==> src/rtl/mem_sync_rw.sv <==
// rtl/mem_sync_rw.sv - clocked word memory with request/response handshake, byte enables and self-clearing init
module mem_sync_rw #(
    parameter int DATA_W   = 32,
    parameter int DEPTH    = 10,
    parameter int ADDR_W   = 32,
    parameter int READ_LAT = 1
) (
    input  logic                  clk,
    input  logic                  rst_n,
    input  logic                  req_valid,
    output logic                  req_ready,
    input  logic                  req_we,
    input  logic [ADDR_W-1:0]     req_addr,
    input  logic [DATA_W-1:0]     req_wdata,
    input  logic [DATA_W/8-1:0]   req_be,
    output logic                  resp_valid,
    input  logic                  resp_ready,
    output logic [DATA_W-1:0]     resp_rdata,
    output logic                  resp_err,
    output logic                  init_done
);

    localparam int NB       = DATA_W / 8;
    localparam int CNT_W    = (DEPTH > 1) ? $clog2(DEPTH) : 1;
    localparam int LAT_W    = 4;
    localparam int LAT_LAST = (READ_LAT > 1) ? READ_LAT - 2 : 0;

    typedef enum logic [1:0] {
        ST_INIT = 2'd0,
        ST_IDLE = 2'd1,
        ST_WAIT = 2'd2,
        ST_RESP = 2'd3
    } state_t;

    state_t              r_state;
    state_t              w_state_nxt;
    logic [CNT_W-1:0]    r_init_cnt;
    logic [LAT_W-1:0]    r_lat_cnt;
    logic [DATA_W-1:0]   r_resp_rdata;
    logic                r_resp_err;
    logic                r_init_done;
    logic [DATA_W-1:0]   r_mem [DEPTH];

    logic                w_accept;
    logic                w_in_range;
    logic                w_init_last;
    logic [CNT_W-1:0]    w_idx;

    // Full-width compare so high address bits can never alias into the array.
    assign w_in_range  = (req_addr < ADDR_W'(DEPTH));
    assign w_idx       = req_addr[CNT_W-1:0];
    assign w_accept    = (r_state == ST_IDLE) && req_valid;
    assign w_init_last = (r_init_cnt == CNT_W'(DEPTH - 1));

    assign req_ready   = (r_state == ST_IDLE);
    assign resp_valid  = (r_state == ST_RESP);
    assign resp_rdata  = r_resp_rdata;
    assign resp_err    = r_resp_err;
    assign init_done   = r_init_done;

    always_comb begin
        w_state_nxt = r_state;
        case (r_state)
            ST_INIT: if (w_init_last) w_state_nxt = ST_IDLE;
            ST_IDLE: if (req_valid) w_state_nxt = (READ_LAT == 1) ? ST_RESP : ST_WAIT;
            ST_WAIT: if (r_lat_cnt == LAT_W'(LAT_LAST)) w_state_nxt = ST_RESP;
            ST_RESP: if (resp_ready) w_state_nxt = ST_IDLE;
            default: w_state_nxt = ST_INIT;
        endcase
    end

    always_ff @(posedge clk or negedge rst_n) begin
        if (!rst_n) begin
            r_state      <= ST_INIT;
            r_init_cnt   <= '0;
            r_lat_cnt    <= '0;
            r_resp_rdata <= '0;
            r_resp_err   <= 1'b0;
            r_init_done  <= 1'b0;
        end else begin
            r_state <= w_state_nxt;
            if (r_state == ST_INIT) begin
                r_init_cnt <= r_init_cnt + 1'b1;
                if (w_init_last) r_init_done <= 1'b1;
            end
            if (w_accept) begin
                r_lat_cnt    <= '0;
                r_resp_rdata <= (!req_we && w_in_range) ? r_mem[w_idx] : '0;
                r_resp_err   <= !w_in_range;
            end else if (r_state == ST_WAIT) begin
                r_lat_cnt <= r_lat_cnt + 1'b1;
            end
            if ((r_state == ST_RESP) && resp_ready) begin
                r_resp_rdata <= '0;
                r_resp_err   <= 1'b0;
            end
        end
    end

    // Array has no reset; the INIT sweep clears it after every reset release.
    always_ff @(posedge clk) begin
        if (r_state == ST_INIT) begin
            r_mem[r_init_cnt] <= '0;
        end else if (w_accept && req_we && w_in_range) begin
            for (int k = 0; k < NB; k++) begin
                if (req_be[k]) r_mem[w_idx][8*k +: 8] <= req_wdata[8*k +: 8];
            end
        end
    end

endmodule

==> config.mk <==
export PLATFORM = sky130hd
export DESIGN_NAME = mem_sync_rw
export DESIGN_NICKNAME = d
export VERILOG_FILES = /design/src/rtl/mem_sync_rw.sv
export SDC_FILE = /design/constraint.sdc
export NUM_CORES = 1
export LEC_CHECK = 0
export ABC_AREA = 1
export BUFFER_PORTS_ARGS = -buffer_cell sky130_fd_sc_hd__clkbuf_2
export CAP_MARGIN = 20
export CORE_MARGIN = 2
export CORE_UTILIZATION = 31
export DETAILED_ROUTE_END_ITERATION = 10
export GPL_TIMING_DRIVEN = 0
export HOLD_SLACK_MARGIN = 0.1
export MAX_ROUTING_LAYER = met4
export PLACE_DENSITY = 0.56
export SETUP_SLACK_MARGIN = 0.4
export SYNTH_ARGS = -nofsm -noshare
export SYNTH_HDL_FRONTEND = slang
export SYNTH_SLANG_ARGS = --single-unit
export TNS_END_PERCENT = 20
==> constraint.sdc <==
create_clock -name clk -period 4.5 [get_ports clk]
set_clock_uncertainty 0.1 [all_clocks]
set_input_delay 0.45 -clock clk [delete_from_list [all_inputs] [get_ports clk]]
set_output_delay 0.45 -clock clk [all_outputs]
set_load 0.03 [all_outputs]
==> Word-level counts from Yosys, hierarchy flattened <==
Memories as Yosys holds them, arrays and structs flattened.
Index checks and enable logic that the tools add are counted.
{ "word_totals": {"inputBits": 73, "output_inout_bits": 36, "wordCells": 65, "mem_count": 1, "mem_bits_rw": 320, "register_bits": 44} }
{ "classes": {"n_eq_ne": 8, "addsub": 2, "magnitude_cmp": 1, "n_reduce_logical": 14, "n_mux": 33} }
{ "memory_table": {"columns": ["memory", "depth", "word_bits", "rd", "rd_clocked_by_memory_dff", "write_ports", "line", "source"], "rows": [
  ["r_mem", 10, 32, 1, 0, 1, "42", "logic [DATA_W-1:0] r_mem [DEPTH];"]
]} }
{ "ops": {"columns": ["operator", "count"], "rows": [
  ["32-bit two-way mux", 4],
  ["32-bit by 4-bit less-than comparator with 1-bit output, second input constant", 1],
  ["32-bit OR reduction", 1],
  ["1-bit two-way mux", 20],
  ["4-bit two-way mux", 4],
  ["4-bit by 1-bit adder with 4-bit output, second input constant", 2],
  ["2-bit two-way mux", 4],
  ["2-bit one-hot mux with 4 select lines", 1],
  ["2-bit inequality test, second input constant", 3],
  ["1-bit logical AND", 5],
  ["2-bit equality test, second input constant", 2],
  ["4-bit equality test, second input constant", 1],
  ["4-bit logical NOT", 1],
  ["4-bit AND reduction", 1],
  ["2-bit nonzero test", 2],
  ["2-bit by 1-bit equality test with 1-bit output, second input constant", 1],
  ["1-bit logical NOT", 2],
  ["2-bit logical NOT", 1],
  ["2-bit by 1-bit inequality test with 1-bit output, second input constant", 1],
  ["2-bit AND reduction", 1]
]} }

==> Logic depth before layout (Yosys ltp) <==
Gate-level depths: netlist of run 1.
{ "logic_depth": {"word_depth": 9, "ltp_mapped": 14, "depth_no_buf": 13} }

==> Least setup slack after synthesis of run 1 <==
OpenSTA, ideal clock, no wires.
{ "synth_path": {"kind": "register -> register", "startpoint": "register r_state[1]", "endpoint": "memory r_mem[0][0] (enable)", "synth_period_minus_slack_ns": 2.737, "slack_ns": 1.763, "t_required_ns": 4.030, "t_arrival_ns": 2.267, "path_buffers": 1, "stages_incl_launch_ff": 12, "setup_time_ns": 0.370, "cell_sequence": "dfrtp_1 inv_1 ha_1 nand2_1 nor2_1 o2111ai_2 buf_6 nand2_1 nand2_1 nor2_2 nand2_1 nor2_1"} }
{ "synth_between": {"elab_chain_len": 9, "elab_cells_between_ends": 22, "classes_between": "eq/ne: 1; mux: 16; reduce/logical: 5"} }
{ "synth_rtl": {"columns": ["item", "line", "source"], "rows": [
  ["start, declared", "35", "state_t r_state;"],
  ["start signal, assigned", "81", "r_state <= w_state_nxt;"],
  ["2-bit by 1-bit equality test with 1-bit output *", null, null],
  ["via req_ready", "11", "output logic req_ready,"],
  ["1-bit logical AND *", "52", "assign w_accept = (r_state == ST_IDLE) && req_valid;"],
  ["1-bit logical AND * (2 in a row)", "104", "end else if (w_accept && req_we && w_in_range) begin"],
  ["1-bit two-way mux", "104", null],
  ["1-bit two-way mux", "102", "if (r_state == ST_INIT) begin"],
  ["1-bit two-way mux (not written as such)", "106", "if (req_be[k]) r_mem[w_idx][8*k +: 8] <= req_wdata[8*k +: 8];"],
  ["32-bit OR reduction (no source line)", null, null],
  ["4-bit two-way mux (no source line)", null, null],
  ["end, declared", "42", null]
]} }
Mark *: on every way through the listed nets, which the timed path passes. The rest lies on a longest branch.

==> Worst setup path in the final report of run 1 <==
{ "layout_path": {"startpoint": "register r_state[1]", "endpoint": "memory r_mem[0][17] (enable)"} }
{ "layout_between": {"elab_chain_len": 9, "elab_cells_between_ends": 22, "classes_between": "eq/ne: 1; mux: 16; reduce/logical: 5"} }
{ "layout_rtl": {"columns": ["item", "line"], "rows": [
  ["2-bit by 1-bit equality test with 1-bit output", "52"],
  ["1-bit logical AND", "52"],
  ["1-bit logical AND (2 in a row)", "104"],
  ["1-bit two-way mux", "104"],
  ["1-bit two-way mux", "102"],
  ["1-bit two-way mux (not written as such)", "106"],
  ["32-bit OR reduction (no source line)", null],
  ["4-bit two-way mux (no source line)", null]
]} }
Several ways; a longest one is shown, not always the timed one.

==> results of run 1 <==
==> worst max-delay path: stages (launching register included) <==
cell      delay, ps
dfrtp_1         400
inv_1           110
ha_1            300
clkinv_1        360
nand4_1         250
nand2_1         160
nand2_1          90
nand2_1         100
nor2_1          250
nand2_1         200
nor2_1          930
==> sequential cells by signal (all words and copies together), names as in the netlist <==
register and count:
resp_rdata 32, r_lat_cnt 4, r_init_cnt 4, r_mem 320, init_done 1, r_state 2
resp_err 1
==> final cells by class <==
type	count	area, um2	share of cell area, %
Sequential cell	364	10700	60.8
Multi-Input combinational cell	750	3630	20.6
Clock buffer	57	1120	6.39
Tap cell	615	769	4.37
Timing Repair Buffer	112	606	3.44
Buffer	77	313	1.78
Inverter	60	225	1.28
Clock inverter	15	218	1.24
Antenna cell	1	2.50	0.0142
==> layout by cell type, fill, tap and decap left out, drive strengths merged, types with 5 or more instances in the layout <==
cell type and instances:
nand2 296, a21oi 112, clkbuf 212, buf 33, a22oi 14, nor2 115, a221oi 31, ha 8
a211oi 18, nand3 81, nand4 5, edfxtp 320, bufinv 5, clkinv 13, a32oi 17, dfrtp 44
o21ai 43, inv 57
==> final timing paths <==
check | end | slack (ps)
hold reg to reg | r_lat_cnt[3] | 360
max in group asynchronous | resp_rdata[9] | 3390
min in group asynchronous | resp_rdata[22] | 330
setup reg to reg | r_mem[0][17] | 860
setup / recovery | r_mem[0][17] | 860
hold / removal | resp_rdata[31] | 230
==> kinds of logic (layout without fill, tap and decap cells) <==
kind of cell | count (synthesis) | after routing | synth area share [%]
adders and majority gates | 8 | 8 | 0.673
other | 0 | 1 | 0
and+or+nand+nor | 499 | 499 | 13.6
AOI/OAI and AO/OA | 240 | 240 | 9.96
xor gates and xnor gates | 3 | 3 | 0.177
DFF | 364 | 364 | 72.0
buffers and inverters | 137 | 321 | 3.62
==> stage by stage <==
stage	power [mW]	setup slack (ps)	utilization (%)
after detailed placement	4.21	970	34.1
after global routing	7.72	687	37.0
after global placement	4.20	1010	34.0
final	7.51	856	37.0
after CTS	7.54	958	36.9
after floorplan	3.98	1760	-
==> routing by layer <==
metal / share of wire [%] / global-route usage [%]
met1: 42 / 24.2
met2: 46 / 28.6
met3: 8.7 / 4.20
met4: 3.2 / 6.34
met5: 0 / -
==> report_power, final <==
group | total [mW] | internal, mW | switching (mW)
logic | 0.503 | 0.127 | 0.376
registers | 3.64 | 3.63 | 0.00629
clock network | 3.37 | 2.03 | 1.33
total | 7.51 | 5.79 | 1.72
==> results.json, run 1 <==
{
  "outcome": "finished clean",
  "ios": 109,
  "ys.warnings.count": 0,
  "syn-num-nets": 1332,
  "slew_headroom_pct": 20.4,
  "postCtsSetupBuffers": 0,
  "fin_area_mm2": 0.0176,
  "die_area_mm2": 0.0498,
  "synth_most_common_cell": "edfxtp_1",
  "fin_crit_sh_pct": 81.0,
  "vias": 10500,
  "die_h_um": 223,
  "place_area_mm2": 0.0162,
  "drcViolationCount": 0,
  "synth_edf_count": 320,
  "min_from": "req_we",
  "port_buffers": 106,
  "fp.dieW_um": 223,
  "hp-class": "primary input to register",
  "p_per_area_mw_per_mm2": 427,
  "min_path_cells": 4,
  "root_buffer": "clkbuf_16",
  "synth_top_area_cell": "edfxtp_1",
  "synth_area_per_cell_um2": 11.9,
  "r2r-start": "r_state[1]",
  "fmax_mhz": 274,
  "synthFlopType": "edfxtp_1",
  "async_flop_share_pct": 12.1,
  "synthTopCellsByCount": "edfxtp_1, nand2_1, a21oi_1",
  "drt_first_iter_violations": 1162,
  "cts_buffer_depth": 3,
  "hold_viol_final": 0,
  "critPathMaxFanout": 10,
  "antenna_found_initial": 1,
  "routed_wl_um": 45500,
  "cts_buffers": 39,
  "gr-total-overflow": 0,
  "syn_inst": 1251,
  "ys_seq_area_share_pct": 72.0,
  "crit_type": "register to register",
  "grt_pass1_wl_um": 65500,
  "layout.nets": 1485,
  "vias_per_cell": 5.12,
  "ys_top_cells_by_area": "edfxtp_1, nand2_1, dfrtp_1",
  "grt_pass1_vias": 9924,
  "postRouteAntennaNets": 0,
  "fillers": 4595,
  "worstPathRequired_ps": 4550,
  "fp-row-count": 80,
  "routabilityCongestion": 0.877,
  "period_needed_ps": 3640,
  "cap_violations": 0,
  "startpoint": "r_state[1]",
  "worst_setup_path_start_kind": "register",
  "syn2layout_area_growth_pct": 18.3,
  "clock_sinks": 364,
  "r2r_cells": 10,
  "cp_data_arrival_time_ps": 3690,
  "max_slew.worst_pin.slew_ps": 1190,
  "hold_buffers": 1,
  "ys_types": 33,
  "initial_core_util_pct": 31.3,
  "rsz0062_at_grt": "no",
  "dr.pass1.iters": 6,
  "setup_tns_ps": 0,
  "drt-wirelength-per-cell_um": 22.2,
  "finalMaxSlewViolations": 0,
  "timing.hold.ws_ps": 228,
  "dp_hpwl_um": 30600,
  "synth_seq_cells": 364,
  "p_leak_nw": 6.43,
  "cts_resized": 0,
  "htreeDepth": 2,
  "synth_area_mm2": 0.0149,
  "core_area_mm2": 0.0475,
  "layout-drive-gt1-share_pct": 13.2,
  "final-instance-count-excl-fill": 2051,
  "grt_max_degree": 30,
  "peakVddDrop_mv": 0.214,
  "cp-end-kind": "register",
  "placed_cells": 1974,
  "track_usage_pct": 18.5,
  "yosysTopAreaCellShare_pct": 64.6,
  "clock_latency_ps": 550,
  "setup_viol": 0,
  "clk_pin_slew_worst_paths_ps": 60,
  "cts_tree": "built"
}
No activity file was read; power rests on OpenSTA's default activity.
==> inputs of run 2 (changes only) <==
Settings changed: ABC_AREA 1 to 0.
Clock period 4.5 ns to 3.6 ns, I/O delays scaled along.
==> run 2 against run 1 <==
  * Setup slack worse by 500 ps
  * Maximum frequency grew 12%
  * Combinational power down 17%
  * Critical path type unchanged
==> results.json, run 2 <==
{
  "synthFlopType": "edfxtp_1",
  "final_common_cell": "edfxtp_1",
  "layout.nets": 1100,
  "combPwrFrac_pct": 4.6,
  "synthTopCellsByCount": "edfxtp_1, nand2_1, mux4_2",
  "gr-usage-met1_pct": 19.4,
  "layout_setup_ws_ps": 355,
  "largest-register": "r_mem",
  "synth_seq_cells": 364,
  "fp-row-count": 79,
  "placed_cells": 1554,
  "worst_setup_path_start_kind": "register",
  "critPathMaxFanout": 10,
  "rsz0062_at_grt": "yes",
  "largest_reg_flops": 320,
  "syn2layout_area_growth_pct": 20.9,
  "p_seq_share_pct": 49.5,
  "finalMaxSlewViolations": 0,
  "ys_types": 32,
  "postRouteAntennaNets": 0,
  "p_leak_nw": 5.23,
  "cts_buffer_depth": 3,
  "place_ws_ps": -202,
  "clock_sinks": 364,
  "core_area_mm2": 0.0466,
  "grt_max_degree": 45,
  "use_met2_pct": 23.5,
  "peakVddDrop_mv": 0.319,
  "ys_top_cells_by_area": "edfxtp_1, mux4_2, dfrtp_1",
  "cap_violations": 0,
  "synth_area_mm2": 0.0146,
  "antenna_found_initial": 2,
  "async_flop_share_pct": 12.1,
  "dr.pass1.iters": 5,
  "crit_type": "register to register",
  "gr-total-overflow": 0,
  "synth_edf_count": 320,
  "regArea_mm2": 0.0107,
  "multi_input_area_mm2": 0.00389,
  "hold_viol_final": 0,
  "max_slew.worst_pin.slew_ps": 1220,
  "die_h_um": 221,
  "regToRegSetupSlack_ps": 350,
  "ios": 109,
  "dp_hpwl_um": 23100,
  "initial_core_util_pct": 31.5,
  "fp.dieW_um": 221,
  "switching_share_pct": 20.4,
  "clk_pin_slew_worst_paths_ps": 60,
  "vias_per_cell": 4.87,
  "setup_viol": 0,
  "cts_buffers": 39,
  "clock_latency_ps": 520,
  "outcome": "finished clean",
  "n_antenna_cell": 0,
  "busiest_layer": "met2",
  "cp_data_arrival_time_ps": 3420,
  "final-instance-count-excl-fill": 1655,
  "routed_wl_um": 35300,
  "fillers": 4317,
  "cts_tree": "built",
  "internal_power_mw": 7.31,
  "max_stage_delay_ps": 630,
  "p_per_area_mw_per_mm2": 519,
  "worstPathRequired_ps": 3780,
  "fin_crit_sh_pct": 90.1,
  "hp-class": "primary input to register",
  "cp-end-kind": "register",
  "syn_inst": 843,
  "synth_most_common_cell": "edfxtp_1",
  "layout-drive-gt1-share_pct": 32.5,
  "layout_common_cells": "edfxtp_1, clkbuf_2, nand2_1, mux4_2, o21ai_0",
  "root_buffer": "clkbuf_16",
  "grt_pass1_vias": 8401,
  "drt-wirelength-per-cell_um": 21.3,
  "period_needed_ps": 3250,
  "drcViolationCount": 0,
  "vias": 8067,
  "grt_pass1_wl_um": 53000,
  "ys.warnings.count": 0,
  "syn-num-nets": 924,
  "yosysTopAreaCellShare_pct": 65.6,
  "setup_tns_ps": 0,
  "worstPathCellList": "inv_1 > ha_1 > and2_1 > clkbuf_1 > nand2_1 > nor4_4 > buf_4 > buf_6 > mux2i_1 > nor2_1 > buf_4",
  "cp_common_cell": "buf_4",
  "fmax_mhz": 308,
  "htreeDepth": 2,
  "die_area_mm2": 0.0490,
  "synth_top_area_cell": "edfxtp_1",
  "ys_seq_area_share_pct": 73.1,
  "clkPwrFrac_pct": 45.9,
  "drt_first_iter_violations": 528,
  "track_usage_pct": 14.8,
  "use_met3_pct": 2.50,
  "cp_slowest_cell": "mux2i_1",
  "synth_area_per_cell_um2": 17.4,
  "routabilityCongestion": 0.772,
  "switchingPower_mw": 1.87,
  "slew_headroom_pct": 18.2,
  "port_buffers": 104
}
## run 2: area by class of cell
| class | instances | area share [%] |
|---|---|---|
| multi-input combinational | 424 | 22.0 |
| inverter | 8 | 0.170 |
| clock buffer | 49 | 5.97 |
| buffer | 47 | 1.12 |
| timing repair buffer | 135 | 4.30 |
| tap | 607 | 4.29 |
| sequential | 364 | 60.5 |
| clock inverter | 21 | 1.66 |
## run 2: through the flow
stage | power [mW] | util (%) | cell area, um2 | hold WS, ps
2_1_floorplan | 4.87 | - | 14600 | -35.6
3_3_place_gp | 5.06 | 34.2 | 15900 | 366
3_5_place_dp | 5.06 | 34.2 | 15900 | 368
4_1_cts | 9.27 | 37.8 | 17600 | 230
5_1_grt | 9.47 | 38.0 | 17700 | 252
6_report | 9.19 | 38.0 | 17700 | 241
## run 2: power groups by stage
| stage | Sequential, mW | Combinational [mW] | Clock (mW) |
|---|---|---|---|
| after floorplan | 4.65 | 0.226 | 0 |
| after CTS | 4.55 | 0.424 | 4.30 |
| after detailed placement | 4.64 | 0.421 | 0 |
| final | 4.55 | 0.419 | 4.22 |
| after global routing | 4.55 | 0.451 | 4.47 |
| after global placement | 4.64 | 0.418 | 0 |
## run 2: final timing paths
check	from	endpoint	depth (start not counted)
setup / recovery	r_state[1]	r_mem[4][12]	11
hold / removal	req_wdata[25]	r_mem[2][25]	2
setup reg to reg	r_state[1]	r_mem[4][12]	11
hold reg to reg	init_done	init_done	1
max in group asynchronous	rst_n	resp_rdata[7]	2
min in group asynchronous	rst_n	r_lat_cnt[2]	2
## run 2: what timing repair did
| item | 4_1_cts | 5_1_grt |
|---|---|---|
| hold buffers | 2 | 0 |
| pin swaps | 18 | 0 |
| buffers inserted | 29 | 0 |
| setup endpoints to repair | 531 | 383 |
| resized for setup | 37 | 15 |
| endpoints found under the hold margin | 45 | 0 |
## run 2: cells by family after synthesis
logic type               share of synthesized area (%)
flip-flops                                        73.1
AND/OR/NAND/NOR                                   6.14
adder cells (fa/ha/maj)                          0.684
buffers and inverters                             1.55
multiplexers                                      15.4
XOR/XNOR                                         0.359
AO/OA/AOI/OAI                                     2.73
## run 2: per-layer routing
layer / wire length [um] / part of all wire [%] / vias to the layer above
met5: 0 / 0 / -
met4: 862 / 2.4 / 0
met3: 1790 / 5.1 / 72
met2: 17200 / 49 / 234
met1: 15400 / 44 / 4153
li1: - / - / 3608
## run 2: worst max-delay path, delay by kind of cell, from the launching register on
kind	cells	cell delay, ps
flip-flops	1	420
buffers and inverters	5	1030
multiplexers	1	630
adder cells (fa/ha/maj)	1	180
AND/OR/NAND/NOR	4	650
